===== config.mk =====
export PLATFORM = sky130hd
export DESIGN_NAME = chi_stage
export DESIGN_NICKNAME = d
export VERILOG_FILES = /design/src/rtl/chi_stage.sv
export SDC_FILE = /design/constraint.sdc
export NUM_CORES = 1
export LEC_CHECK = 0
export ABC_AREA = 0
export ABC_CLOCK_PERIOD_IN_PS = 2100
export BUFFER_PORTS_ARGS = -buffer_cell sky130_fd_sc_hd__buf_2
export CELL_PAD_IN_SITES_DETAIL_PLACEMENT = 2
export CELL_PAD_IN_SITES_GLOBAL_PLACEMENT = 2
export CORE_MARGIN = 10
export CORE_UTILIZATION = 32
export DETAILED_ROUTE_END_ITERATION = 16
export GPL_ROUTABILITY_DRIVEN = 0
export GPL_TIMING_DRIVEN = 0
export PLACE_DENSITY = 0.83
export SLEW_MARGIN = 10
export SYNTH_ARGS = -nofsm -noshare
export SYNTH_HDL_FRONTEND = slang
export SYNTH_SLANG_ARGS = --single-unit

===== constraint.sdc =====
create_clock -name clk -period 2.1 [get_ports clk]
set_clock_uncertainty 0.1 [all_clocks]
set_input_delay 0.315 -clock clk [delete_from_list [all_inputs] [get_ports clk]]
set_output_delay 0.315 -clock clk [all_outputs]
set_load 0.02 [all_outputs]

===== src/rtl/chi_stage.sv =====
// chi_stage: slice-serial chi step. Reads each 25-bit slice, applies
// a[x][y] ^= ~a[x+1][y] & a[x+2][y] row by row, and writes it back in place.
module chi_stage #(
  parameter int unsigned SLICES = 64,
  parameter int unsigned AW     = 6,
  parameter int unsigned W      = 25
) (
  input  logic          clk,
  input  logic          rst,
  input  logic          start,
  output logic          rd_en,
  output logic [AW-1:0] rd_addr,
  input  logic [W-1:0]  rd_data,
  output logic          wr_en,
  output logic [AW-1:0] wr_addr,
  output logic [W-1:0]  wr_data,
  output logic          busy,
  output logic          done
);

  localparam logic [AW-1:0] LAST_ADDR = AW'(SLICES - 1);

  typedef enum logic [1:0] {
    IDLE  = 2'd0,
    RUN   = 2'd1,
    DRAIN = 2'd2,
    DONE  = 2'd3
  } state_t;

  state_t        state;
  logic [AW-1:0] rd_cnt;
  logic          rd_vld_q;
  logic [AW-1:0] rd_addr_q;

  // Chi on one slice; each 5-bit row (fixed y) is transformed independently.
  function automatic logic [W-1:0] chi(input logic [W-1:0] a);
    logic [W-1:0] r;
    r = '0;
    for (int y = 0; y < 5; y++) begin
      for (int x = 0; x < 5; x++) begin
        r[5*y + x] = a[5*y + x] ^ (~a[5*y + ((x + 1) % 5)] & a[5*y + ((x + 2) % 5)]);
      end
    end
    return r;
  endfunction

  // Sweep control plus two-stage read -> chi -> write pipeline.
  always_ff @(posedge clk or negedge rst) begin
    if (!rst) begin
      state     <= IDLE;
      rd_cnt    <= '0;
      rd_en     <= 1'b0;
      rd_addr   <= '0;
      rd_vld_q  <= 1'b0;
      rd_addr_q <= '0;
      wr_en     <= 1'b0;
      wr_addr   <= '0;
      wr_data   <= '0;
      busy      <= 1'b0;
      done      <= 1'b0;
    end else begin
      rd_vld_q  <= rd_en;
      rd_addr_q <= rd_addr;
      wr_en     <= rd_vld_q;
      if (rd_vld_q) begin
        wr_addr <= rd_addr_q;
        wr_data <= chi(rd_data);
      end
      done <= 1'b0;

      case (state)
        IDLE: begin
          rd_en <= 1'b0;
          if (start) begin
            state  <= RUN;
            rd_cnt <= '0;
          end
        end
        RUN: begin
          rd_en   <= 1'b1;
          rd_addr <= rd_cnt;
          busy    <= 1'b1;
          if (rd_cnt == LAST_ADDR) begin
            state <= DRAIN;
          end else begin
            rd_cnt <= rd_cnt + AW'(1);
          end
        end
        DRAIN: begin
          rd_en <= 1'b0;
          if (wr_en && (wr_addr == LAST_ADDR)) begin
            state <= DONE;
            busy  <= 1'b0;
            done  <= 1'b1;
          end
        end
        DONE: begin
          rd_en <= 1'b0;
          state <= IDLE;
        end
        default: begin
          rd_en <= 1'b0;
          state <= IDLE;
        end
      endcase
    end
  end

endmodule


; Word level (Yosys, flattened, before mapping)
; Index checks and enable logic that the tools add are counted.
; W data, S select, Z words.
[word_totals]
inputBits = 28
latch_bits = 0
word_cells = 116
rom_bits = 0
ramBits = 0
register_bits = 56
memories = 0
out_inout_bits = 41
[classes]
div = 0
mul = 0
add_sub_neg = 1
n_bitwise = 75
n_shift = 0
magnitude_cmp = 0
eq_ne = 9
n_mux = 12
reduce_logical = 8
[op_table]
columns = cell, n
row1 = $and A1 B1 Y1, 25
row2 = $not A1 Y1, 25
row3 = $xor A1 B1 Y1, 25
row4 = $eq A6 B6 Y1 const B, 2
row5 = $mux W6, 2
row6 = $pmux W6 S2, 1
row7 = $ne A2 B2 Y1 const B, 4
row8 = $pmux W2 S4, 1
row9 = $add A6 B1 Y6 const B, 1
row10 = $mux W2, 3
row11 = $reduce_and A3 Y1, 2
row12 = $eq A2 B2 Y1 const B, 2
row13 = $pmux W1 S2, 2
row14 = $reduce_bool A2 Y1, 2
row15 = $mux W1, 3
row16 = $reduce_or A3 Y1, 1
row17 = $eq A2 B1 Y1 const B, 1
row18 = $logic_not A2 Y1, 1
row19 = $reduce_and A2 Y1, 1
row20 = $logic_and A1 B1 Y1, 1

; Logic depth before layout (Yosys ltp)
; Gate-level depths: netlist of the first run.
[logic_depth]
ltp_word = 4
depth_mapped = 7
mapped_depth_nobuf = 6

; Worst setup path after synthesis of the first run
; Ideal clock, no wire load.
[synth_path]
kind = register to register
from = register state[1]
to = register state[1]
t_arrival_ns = 1.497
required_time_ns = 1.875
n_path_buf = 1
setup_slack_ns = 0.378
setup_time_ns = 0.125
stages_incl_launch_ff = 7
synth_period_minus_slack_ns = 1.722
cell_sequence = dfrtp_1 inv_1 ha_1 buf_2 a22o_1 a221o_1 mux2_4
[synth_between]
elab_chain_cells = 3
word_cells_on_any_way = 9
cone_classes = eq/ne: 6 / mux: 1 / reduce/logical: 2
[synth_lines]
columns = element, line_no
row1 = from (decl), 30  ; state_t state;
row2 = from (signal assigned), 50  ; state <= IDLE;
row3 = from (signal assigned), 75  ; state <= RUN;
row4 = from (signal assigned), 84  ; state <= DRAIN;
row5 = $eq A2 B1 Y1 (tied with other cells), 71  ; case (state)
row6 = $ne A2 B2 Y1 (no line), -
row7 = $reduce_and A3 Y1 (no line), -
; Parallel ways exist; a longest one is shown, timed or not.
; A chain may end at the register's enable or synchronous reset.

; Worst setup path after layout of the first run
[layout_path]
from = register state[1]
to = register rd_addr[5]
[layout_between]
elab_chain_cells = 1
[layout_lines]
columns = element, line_no
row1 = $eq A2 B1 Y1, 71
row2 = to (signal assigned), 81  ; rd_addr <= rd_cnt;
row3 = to (decl), 12  ; output logic [AW-1:0] rd_addr,
; No other way between the ends.

==> results.yml, run 1 <==
floorplanning:
  initial_core_util: 0.3248
  num_rows: 32
  dieWidth_microns: 108.1
  core_area_sq_um: 7647
  die_y_microns: 108.1
  die-area_sq_um: 11690
  io_pins: 69
power:
  p_sw_w: 0.0005531
  comb_power_share: 0.133
  internal_power_w: 0.001594
  p_clk_frac: 0.330
  p_per_area_nw_per_um2: 698.2
  pwr-share-seq: 0.538
  ir_drop_uv: 283.4
  sw_frac_of_total: 0.2576
  p_leak_nw: 1.326
  total_power_w: 0.002147
worst_hold_path:
  min_from: "rd_data[13]"
  hold_path_class: "input pin to register"
  min_to: "wr_data[13]$_DFFE_PN0P_"
  hold_path_depth: 3
detailed_routing:
  routed_wl_microns: 6835
  drc: 0
  vias: 1929
  drtIter0Drc: 32
  viasPerCell: 4.763
  final_antenna_net_count: 0
  avgRoutedWirePerCell_microns: 16.88
  firstDrtPassIters: 4
layout:
  multiInputGateArea_sq_um: 1032
  final_nets: 334
  fin_area_sq_um: 3075
  diodes: 0
  final_cells: 405
  final_common_cell: "buf_2"
  syn2layout_area_growth_pct: 23.83
  drive_above_1_share: 0.3003
  seq_area_sq_um: 1401
  finish.utilization: 0.4022
  layout_common_cells: "68 x buf_2, 56 x dfrtp_1, 32 x nor2_1"
  fillers: 837
worst_setup_path:
  r2r-start: "state[1]$_DFFE_PN0P_"
  cp-start-kind: "register"
  criticalPathCategory: "register to register"
  crit_start: "state[1]$_DFFE_PN0P_"
  rrSetupSlack_ps: 240
  critPathRequiredTime_ps: 2200
  worst_r2r_endpoint: "rd_addr[5]$_DFFE_PN0P_"
  crit_path_max_fanout: 10
  crit_arrival_ps: 1960
  endpoint_kind: "register"
  r2r.worst_path.cells: 5
clocking:
  cts_resized: 0
  cts-root-buf: "clkbuf_8"
  clkSlewWorstSetupHoldPaths_ps: 100
  post-cts-setup-buffers: 0
  clock-sinks: 56
  clock_path_buffers: 2
  worstSkewPairLatency_ps: 310
  cts_tree: "built"
  numCtsBuffers: 5
  htree_levels: 2
sta:
  slew_headroom: 0.5203
  rsz0062_at_grt: "no"
  setup_viol_count_final: 0
  finalHoldViolCount: 0
  finalSetupTns_ps: 0
  post-route-period-util: 0.8863
  timing.fmax_mhz: 537.3
  layout_min_cycle_time_ps: 1861
  worst_pin_slew_ps: 719.5
  drv_slew: 0
logic_synthesis:
  syn_nets: 258
  synth_area_per_cell_sq_um: 10.99
  synth-seq-cells: 56
  synth_cell_types: 27
  syn_inst: 226
  synth-seq-area-share: 0.5642
  yosysWarnings: 0
  synth_area_sq_um: 2484
grt:
  grt_pass1_wl_microns: 11340
  top_usage_layer: "met2"
  grt_max_degree: 57
  grt_pass1_vias: 2182
  grt_use_met3: 0.03331
  antenna_found_initial: 0
  grt_use_met1: 0.1399
  grt_usage: 0.1212
  grt.overflow.total: 0
  gr-usage-met2: 0.2129
status:
  status: "complete, no violations"
job:
  max-cap-violations: 0
placed_design:
  numPortBuffers: 68
  hpwl_microns: 5345
  dp.cells: 396
  postPlaceCellArea_sq_um: 2954
==> worst max-delay path, stage by stage (launching register included) <==
cell,delay (ps)
dfrtp_1,410
inv_1,90
ha_1,160
buf_2,210
buf_1,400
mux2_2,390
==> state kept, by name, summed over array words and instances (netlist names) <==
register	flops
wr_data	25
rd_addr	6
rd_addr_q	6
rd_cnt	6
wr_addr	6
state	2
busy	1
done	1
rd_en	1
rd_vld_q	1
wr_en	1
==> metal layers <==
layer	vias up	share of wire
met4	0	0.0092
met3	4	0.046
li1	907	-
met2	37	0.54
met1	981	0.41
met5	-	0
==> cell type report <==
type	instances	area share
plain buffers	8	0.01017
clock buffers	5	0.02238
clock inverters	3	0.01383
inverters	5	0.006103
multi-input cells	157	0.3356
flip-flops and latches	56	0.4557
well taps	102	0.04150
repair buffers	69	0.1147
==> power groups by stage <==
stage / sequential (W) / combinational (W) / clock, W
2_1_floorplan: 0.00124 / 0.0000889 / 0
3_3_place_gp: 0.00117 / 0.000281 / 0
3_5_place_dp: 0.00118 / 0.000292 / 0
4_1_cts: 0.00116 / 0.000295 / 0.000739
5_1_grt: 0.00116 / 0.000314 / 0.000792
6_report: 0.00115 / 0.000285 / 0.000708
==> per-stage QoR <==
stage,hold slack [ps],setup slack (ps)
after floorplan,-80.59,377.5
after CTS,201.0,227.0
after global placement,280.8,266.6
after detailed placement,289.3,237.5
final,206.9,238.9
after global routing,208.3,62.91
==> synthesized netlist by cell type (all sizes together) <==
library cell | instances | area share
dfrtp | 56 | 0.56
nor2 | 32 | 0.048
a21oi | 31 | 0.062
nor2b | 25 | 0.063
xnor2 | 25 | 0.088
mux2 | 14 | 0.065
clkbuf | 6 | 0.0091
o21ai | 6 | 0.012
inv | 5 | 0.0076
ha | 4 | 0.020
nand3 | 4 | 0.0081
a22o | 3 | 0.011
a31oi | 2 | 0.0050
buf | 2 | 0.0035
nand4 | 2 | 0.0050
a221o | 1 | 0.0040
a22oi | 1 | 0.0030
and2 | 1 | 0.0025
and3 | 1 | 0.0025
and4 | 1 | 0.0035
mux2i | 1 | 0.0040
nand2 | 1 | 0.0015
o2bb2ai | 1 | 0.0035
o31ai | 1 | 0.0030
==> cell families after synthesis <==
group | Yosys count | synth area share
and+or+nand+nor | 67 | 0.1345
DFF | 56 | 0.5642
AOI/OAI and AO/OA | 46 | 0.1038
xor gates and xnor gates | 25 | 0.08816
muxes | 15 | 0.06902
buffers and inverters | 13 | 0.02015
adders and majority gates | 4 | 0.02015
==> worst max path at each step <==
| stage | to | slack (ps) | cells after the start |
|---|---|---|---|
| floorplan | state[1]$_DFFE_PN0P_ | 380 | 6 |
| global route | rd_cnt[2]$_DFFE_PN0P_ | 60 | 6 |
| CTS | rd_addr[5]$_DFFE_PN0P_ | 230 | 5 |
| finish | rd_addr[5]$_DFFE_PN0P_ | 240 | 5 |
| global placement | rd_addr[4]$_DFFE_PN0P_ | 270 | 5 |
| detailed placement | rd_addr[5]$_DFFE_PN0P_ | 240 | 5 |
==> repair_timing <==
| item | 4_1_cts | 5_1_grt |
|---|---|---|
| endpoints found under the hold margin | 56 | 0 |
| endpoints found under the setup margin | 0 | 0 |
| hold buffers | 1 | 0 |
No activity file was read; power rests on OpenSTA's default activity.
==> run 2, diff against run 1 <==
--- a/config.mk
+++ b/config.mk
@@ -5,15 +5,14 @@
 export SDC_FILE = /design/constraint.sdc
 export NUM_CORES = 1
 export LEC_CHECK = 0
-export ABC_AREA = 0
+export ABC_AREA = 1
 export ABC_CLOCK_PERIOD_IN_PS = 2100
 export BUFFER_PORTS_ARGS = -buffer_cell sky130_fd_sc_hd__buf_2
 export CELL_PAD_IN_SITES_DETAIL_PLACEMENT = 2
 export CELL_PAD_IN_SITES_GLOBAL_PLACEMENT = 2
 export CORE_MARGIN = 10
-export CORE_UTILIZATION = 32
+export CORE_UTILIZATION = 30
 export DETAILED_ROUTE_END_ITERATION = 16
-export GPL_ROUTABILITY_DRIVEN = 0
 export GPL_TIMING_DRIVEN = 0
 export PLACE_DENSITY = 0.83
 export SLEW_MARGIN = 10
==> results.yml, run 2 <==
grt:
  grt.overflow.total: 0
  grt_pass1_vias: 2514
  antenna_found_initial: 0
  grt_max_degree: 57
  grt_usage: 0.1206
  grt_pass1_wl_microns: 12720
power:
  ir_drop_uv: 490.2
  pwr-share-seq: 0.395
  p_clk_frac: 0.165
  sw_frac_of_total: 0.4303
  p_leak_nw: 1.701
  p_sw_w: 0.001833
  comb_power_share: 0.440
  p_per_area_nw_per_um2: 1348
  internal_power_w: 0.002426
sta:
  timing.final.ws_setup_ps: 508.3
  finalSetupTns_ps: 0
  timing.fmax_mhz: 628.3
  setup_viol_count_final: 0
  layout_min_cycle_time_ps: 1592
  finalHoldViolCount: 0
  rsz0062_at_grt: "no"
  slew_headroom: 0.5175
  post-route-period-util: 0.7580
  worst_pin_slew_ps: 723.8
  drv_slew: 0
  hold_ws_ps: 206.4
worst_setup_path:
  critPathRequiredTime_ps: 2240
  r2r.worst_path.cells: 7
  endpoint_kind: "register"
  r2r-start: "state[1]$_DFFE_PN0P_"
  crit_path_max_fanout: 10
  cp-start-kind: "register"
  crit_arrival_ps: 1730
  criticalPathCategory: "register to register"
  crit_start: "state[1]$_DFFE_PN0P_"
detailed_routing:
  final_antenna_net_count: 0
  vias: 2177
  drtIter0Drc: 32
  drc: 0
  avgRoutedWirePerCell_microns: 15.67
  viasPerCell: 4.632
  routed_wl_microns: 7366
  firstDrtPassIters: 4
clocking:
  htree_levels: 2
  cts_tree: "built"
  cts_resized: 0
  clock-sinks: 56
  clkSlewWorstSetupHoldPaths_ps: 100
  worstSkewPairLatency_ps: 310
  numCtsBuffers: 5
  clock_path_buffers: 2
  cts-root-buf: "clkbuf_8"
layout:
  final_common_cell: "nand2_1"
  largest_register_ffs: 25
  diodes: 0
  final_nets: 396
  finish.utilization: 0.3827
  fillers: 967
  drive_above_1_share: 0.2630
  top_register: "wr_data"
  layout_common_cells: "97 x nand2_1, 72 x buf_2, 56 x dfrtp_1"
  syn2layout_area_growth_pct: 23.04
floorplanning:
  dieWidth_microns: 112.5
  die_y_microns: 112.5
  num_rows: 33
  io_pins: 69
  die-area_sq_um: 12660
  core_area_sq_um: 8258
  initial_core_util: 0.3111
worst_hold_path:
  min_from: "rd_data[16]"
  hold_path_class: "input pin to register"
  hold_path_depth: 3
logic_synthesis:
  synth_commonest_cells: "97 x nand2_1, 56 x dfrtp_1, 27 x o21ai_1, 25 x inv_1, 25 x xor2_1"
  synth_edf_count: 0
  synthTopCellsByArea: "dfrtp_1 55%, nand2_1 14%, xor2_1 8.5%"
  synth_cell_types: 22
  synth-seq-cells: 56
  yosysTopAreaCell: "dfrtp_1"
  synth-seq-area-share: 0.5455
  synth_most_common_cell: "nand2_1"
  syn_inst: 288
  synth_area_per_cell_sq_um: 8.919
  yosysWarnings: 0
  synth_ff_type: "dfrtp_1"
  synth_area_sq_um: 2569
  synth_top_area_frac: 0.5455
  syn_nets: 320
  async_reset_ff_frac: 1.000
placed_design:
  hpwl_microns: 5934
  numPortBuffers: 68
  gp_congestion: 0.7820
  dp_slack_ps: 523.1
job:
  max-cap-violations: 0
status:
  status: "complete, no violations"
-- run 2: changes by cell type in the layout (fill, tap and decap cells not counted), sizes merged, moves of 14 or more --
cell,delta
mux2,-14
xor2,+25
nor2b,-25
xnor2,-25
inv,+24
o21ai,+32
nand2,+97
nor2,-14
a21oi,-30
-- run 2: worst paths after layout --
kind	slack, ps	to
setup / recovery	510	rd_cnt[4]$_DFFE_PN0P_
hold / removal	210	wr_data[16]$_DFFE_PN0P_
setup reg to reg	510	rd_cnt[4]$_DFFE_PN0P_
hold reg to reg	310	rd_vld_q$_DFF_PN0_
max in group asynchronous	920	busy$_DFFE_PN0P_
min in group asynchronous	490	wr_data[6]$_DFFE_PN0P_
-- run 2: cells by family (layout without fill, tap and decap cells) --
logic type,Yosys count,after routing,synth area share
simple gates,126,126,0.1992
flops,56,56,0.5455
compound gates,39,39,0.08329
buf+inv,38,115,0.06721
xor+xnor,25,25,0.08524
fa+ha+maj,4,4,0.01948
-- run 2: layer usage --
metal | vias to the layer above | GRT usage | wire (microns)
li1 | 1038 | - | -
met1 | 1086 | 0.1347 | 3004
met2 | 47 | 0.2233 | 3928
met3 | 6 | 0.03035 | 362
met4 | 0 | 0.02792 | 70
met5 | - | 0 | 0
-- run 2: final cells by class --
class | instances | area, sq um | share of cell area
plain buffers | 9 | 63.81 | 0.02019
clock buffers | 6 | 72.57 | 0.02296
clock inverters | 2 | 35.03 | 0.01108
inverters | 29 | 108.9 | 0.03444
multi-input cells | 194 | 994.7 | 0.3147
flip-flops and latches | 56 | 1401 | 0.4434
well taps | 105 | 131.4 | 0.04157
repair buffers | 69 | 352.8 | 0.1116
-- run 2: worst max-delay path, stage by stage (launching register included) --
cell and delay, ps:
dfrtp_1 410, inv_1 90, ha_1 200, buf_4 200
nand2_1 90, o21ai_0 170, o21ai_0 130, o21ai_2 140
-- run 2: through the flow --
stage | power (W) | instances | instance area [sq um]
floorplan | 0.002898 | 288 | 2569
global placement | 0.003516 | 461 | 3040
detailed placement | 0.003646 | 461 | 3043
CTS | 0.004367 | 470 | 3161
global route | 0.004645 | 470 | 3161
finish | 0.004259 | 470 | 3161
-- run 2: power by group through the flow --
stage / sequential (W) / clock (W) / combinational, W
3_5_place_dp: 0.00172 / 0 / 0.00193
5_1_grt: 0.00175 / 0.000780 / 0.00211
4_1_cts: 0.00169 / 0.000736 / 0.00194
3_3_place_gp: 0.00169 / 0 / 0.00183
6_report: 0.00168 / 0.000703 / 0.00187
2_1_floorplan: 0.00202 / 0 / 0.000876
-- run 2: what timing repair did --
item / 4_1_cts / 5_1_grt
hold buffers: 1 / 0
setup buffers: 0 / 0
hold endpoints to repair: 56 / 0
==> run 3, diff against run 2 <==
==> config.mk (replaced) <==
export PLATFORM = sky130hd
export DESIGN_NAME = chi_stage
export DESIGN_NICKNAME = d
export VERILOG_FILES = /design/src/rtl/chi_stage.sv
export SDC_FILE = /design/constraint.sdc
export NUM_CORES = 1
export LEC_CHECK = 0
export ABC_AREA = 0
export ABC_CLOCK_PERIOD_IN_PS = 1300
export BUFFER_PORTS_ARGS = -buffer_cell sky130_fd_sc_hd__buf_2
export CELL_PAD_IN_SITES_DETAIL_PLACEMENT = 2
export CELL_PAD_IN_SITES_GLOBAL_PLACEMENT = 2
export CORE_MARGIN = 10
export CORE_UTILIZATION = 29
export DETAILED_ROUTE_END_ITERATION = 16
export GPL_TIMING_DRIVEN = 0
export PLACE_DENSITY = 0.8
export SLEW_MARGIN = 10
export SYNTH_ARGS = -nofsm -noshare
export SYNTH_HDL_FRONTEND = slang
export SYNTH_SLANG_ARGS = --single-unit
==> constraint.sdc (replaced) <==
create_clock -name clk -period 1.3 [get_ports clk]
set_clock_uncertainty 0.1 [all_clocks]
set_input_delay 0.195 -clock clk [delete_from_list [all_inputs] [get_ports clk]]
set_output_delay 0.195 -clock clk [all_outputs]
set_load 0.02 [all_outputs]
==> results.yml, run 3 (synthesis gave the netlist of run 1 again) <==
detailed_routing:
  drc: 0
  viasPerCell: 4.784
  firstDrtPassIters: 6
  avgRoutedWirePerCell_microns: 18.18
  final_antenna_net_count: 0
  routed_wl_microns: 7579
  vias: 1995
  drtIter0Drc: 55
placed_design:
  gp_congestion: 0.7320
  hpwl_microns: 5677
  dp.cells: 399
  numPortBuffers: 68
worst_hold_path:
  hold_path_class: "input pin to register"
clocking:
  worstSkewPairLatency_ps: 310
  htree_levels: 2
  cts_tree: "built"
  cts-root-buf: "clkbuf_8"
  clock-sinks: 56
  clock_path_buffers: 2
  numCtsBuffers: 5
  clkSlewWorstSetupHoldPaths_ps: 100
layout:
  final_common_cell: "buf_2"
  final_nets: 343
  finish.utilization: 0.3903
  diodes: 0
  syn2layout_area_growth_pct: 29.77
  layout_common_cells: "67 x buf_2, 51 x dfrtp_1, 32 x nor2_1"
  drive_above_1_share: 0.3878
  top_register: "wr_data"
  largest_register_ffs: 25
  final_cells: 417
grt:
  grt.overflow.total: 0
  antenna_found_initial: 0
  grt_pass1_vias: 2291
  grt_max_degree: 57
  grt_pass1_wl_microns: 12650
  grt_usage: 0.1216
worst_setup_path:
  criticalPathCategory: "register to register"
  rrSetupSlack_ps: -420
  crit_start: "state[0]$_DFFE_PN0P_"
  r2r-start: "state[0]$_DFFE_PN0P_"
  crit_arrival_ps: 1820
  crit_path_max_fanout: 7
  cp-start-kind: "register"
  endpoint: "state[1]$_DFFE_PN0P_"
  worst_r2r_endpoint: "state[1]$_DFFE_PN0P_"
  r2r.worst_path.cells: 5
  endpoint_kind: "register"
  critPathRequiredTime_ps: 1400
sta:
  layout_min_cycle_time_ps: 1718
  worst_pin_slew_ps: 721.8
  post-route-period-util: 1.321
  finalSetupTns_ps: -3120
  timing.final.ws_setup_ps: -417.7
  timing.fmax_mhz: 582.2
  hold_ws_ps: 94.27
  drv_slew: 0
  setup_viol_count_final: 14
  slew_headroom: 0.5188
  finalHoldViolCount: 0
  rsz0062_at_grt: "yes"
power:
  ir_drop_uv: 346.3
  p_per_area_nw_per_um2: 1036
  internal_power_w: 0.002432
  sw_frac_of_total: 0.2717
  p_leak_nw: 1.414
  comb_power_share: 0.138
  p_sw_w: 0.0009074
  p_clk_frac: 0.303
  pwr-share-seq: 0.559
status:
  failed_checks: "negative setup slack"
  status: "complete, but fails checks"
floorplanning:
  initial_core_util: 0.3008
  num_rows: 33
  core_area_sq_um: 8258
  die_y_microns: 112.5
  dieWidth_microns: 112.5
  io_pins: 69
  die-area_sq_um: 12670
job:
  max-cap-violations: 0
run 3: cell types whose count changed in the layout (fill, tap and decap cells not counted), sizes merged, moves of 24 or more:
| cell | previous run | this run |
|---|---|---|
| a21oi | 1 | 31 |
| nand2 | 98 | 1 |
| xor2 | 25 | 0 |
| nor2b | 0 | 25 |
| xnor2 | 0 | 25 |
| inv | 29 | 5 |
| o21ai | 38 | 6 |
run 3: final cells by class:
class	instances	area (sq um)
Buffer	7	48.80
Clock buffer	6	82.58
Clock inverter	2	10.01
Fill cell	896	5035
Inverter	5	18.77
Multi-Input combinational cell	157	1092
Sequential cell	56	1408
Tap cell	105	131.4
Timing Repair Buffer	79	431.7
run 3: how the worst min path moves through the flow:
stage                        from                      end  slack [ps]  depth (start not counted)
6_report              rd_data[16]  wr_data[16]$_DFFE_PN0P_          90                          3
5_1_grt               rd_data[14]  wr_data[14]$_DFFE_PN0P_          90                          3
4_1_cts               rd_data[16]  wr_data[16]$_DFFE_PN0P_          80                          3
3_5_place_dp                  rst   wr_data[3]$_DFFE_PN0P_         200                          1
3_3_place_gp   rd_vld_q$_DFF_PN0_          wr_en$_DFF_PN0_         290                          0
2_1_floorplan                 rst         busy$_DFFE_PN0P_        -200                          0
run 3: critical path, stage by stage (launching register included):
cell,delay [ps]
dfrtp_1,430
ha_4,180
buf_6,120
a22o_1,170
a221o_1,300
mux2_4,300
run 3: repair_timing:
item / in CTS / in global routing
hold buffers: 1 / 0
pin swaps: 5 / 0
cloned: 0 / 0
resized for setup: 16 / 7
endpoints found under the setup margin: 46 / 31
endpoints found under the hold margin: 56 / 0
setup buffers: 9 / 1
run 3: through the flow:
step | total power, W | worst slack [ps] | cell area, sq um
floorplan | 0.002139 | -366.0 | 2522
global placement | 0.002350 | -500.9 | 2994
detailed placement | 0.002373 | -541.4 | 2997
CTS | 0.003404 | -422.4 | 3201
global route | 0.003526 | -487.4 | 3223
finish | 0.003339 | -417.7 | 3223
run 3: power by group through the flow:
| stage | Combinational [W] | Sequential [W] | Clock [W] |
|---|---|---|---|
| final | 0.000462 | 0.00187 | 0.00101 |
| after global routing | 0.000511 | 0.00188 | 0.00113 |
| after CTS | 0.000477 | 0.00187 | 0.00106 |
| after detailed placement | 0.000471 | 0.00190 | 0 |
| after global placement | 0.000453 | 0.00190 | 0 |
| after floorplan | 0.000144 | 0.00200 | 0 |
run 3: layer usage:
| layer | global-route usage | up-vias | wire length [microns] |
|---|---|---|---|
| met3 | 0.03035 | 7 | 382 |
| met5 | 0 | - | 0 |
| met1 | 0.1466 | 1012 | 3285 |
| met2 | 0.2112 | 47 | 3836 |
| met4 | 0.02876 | 0 | 74 |
| li1 | - | 929 | - |
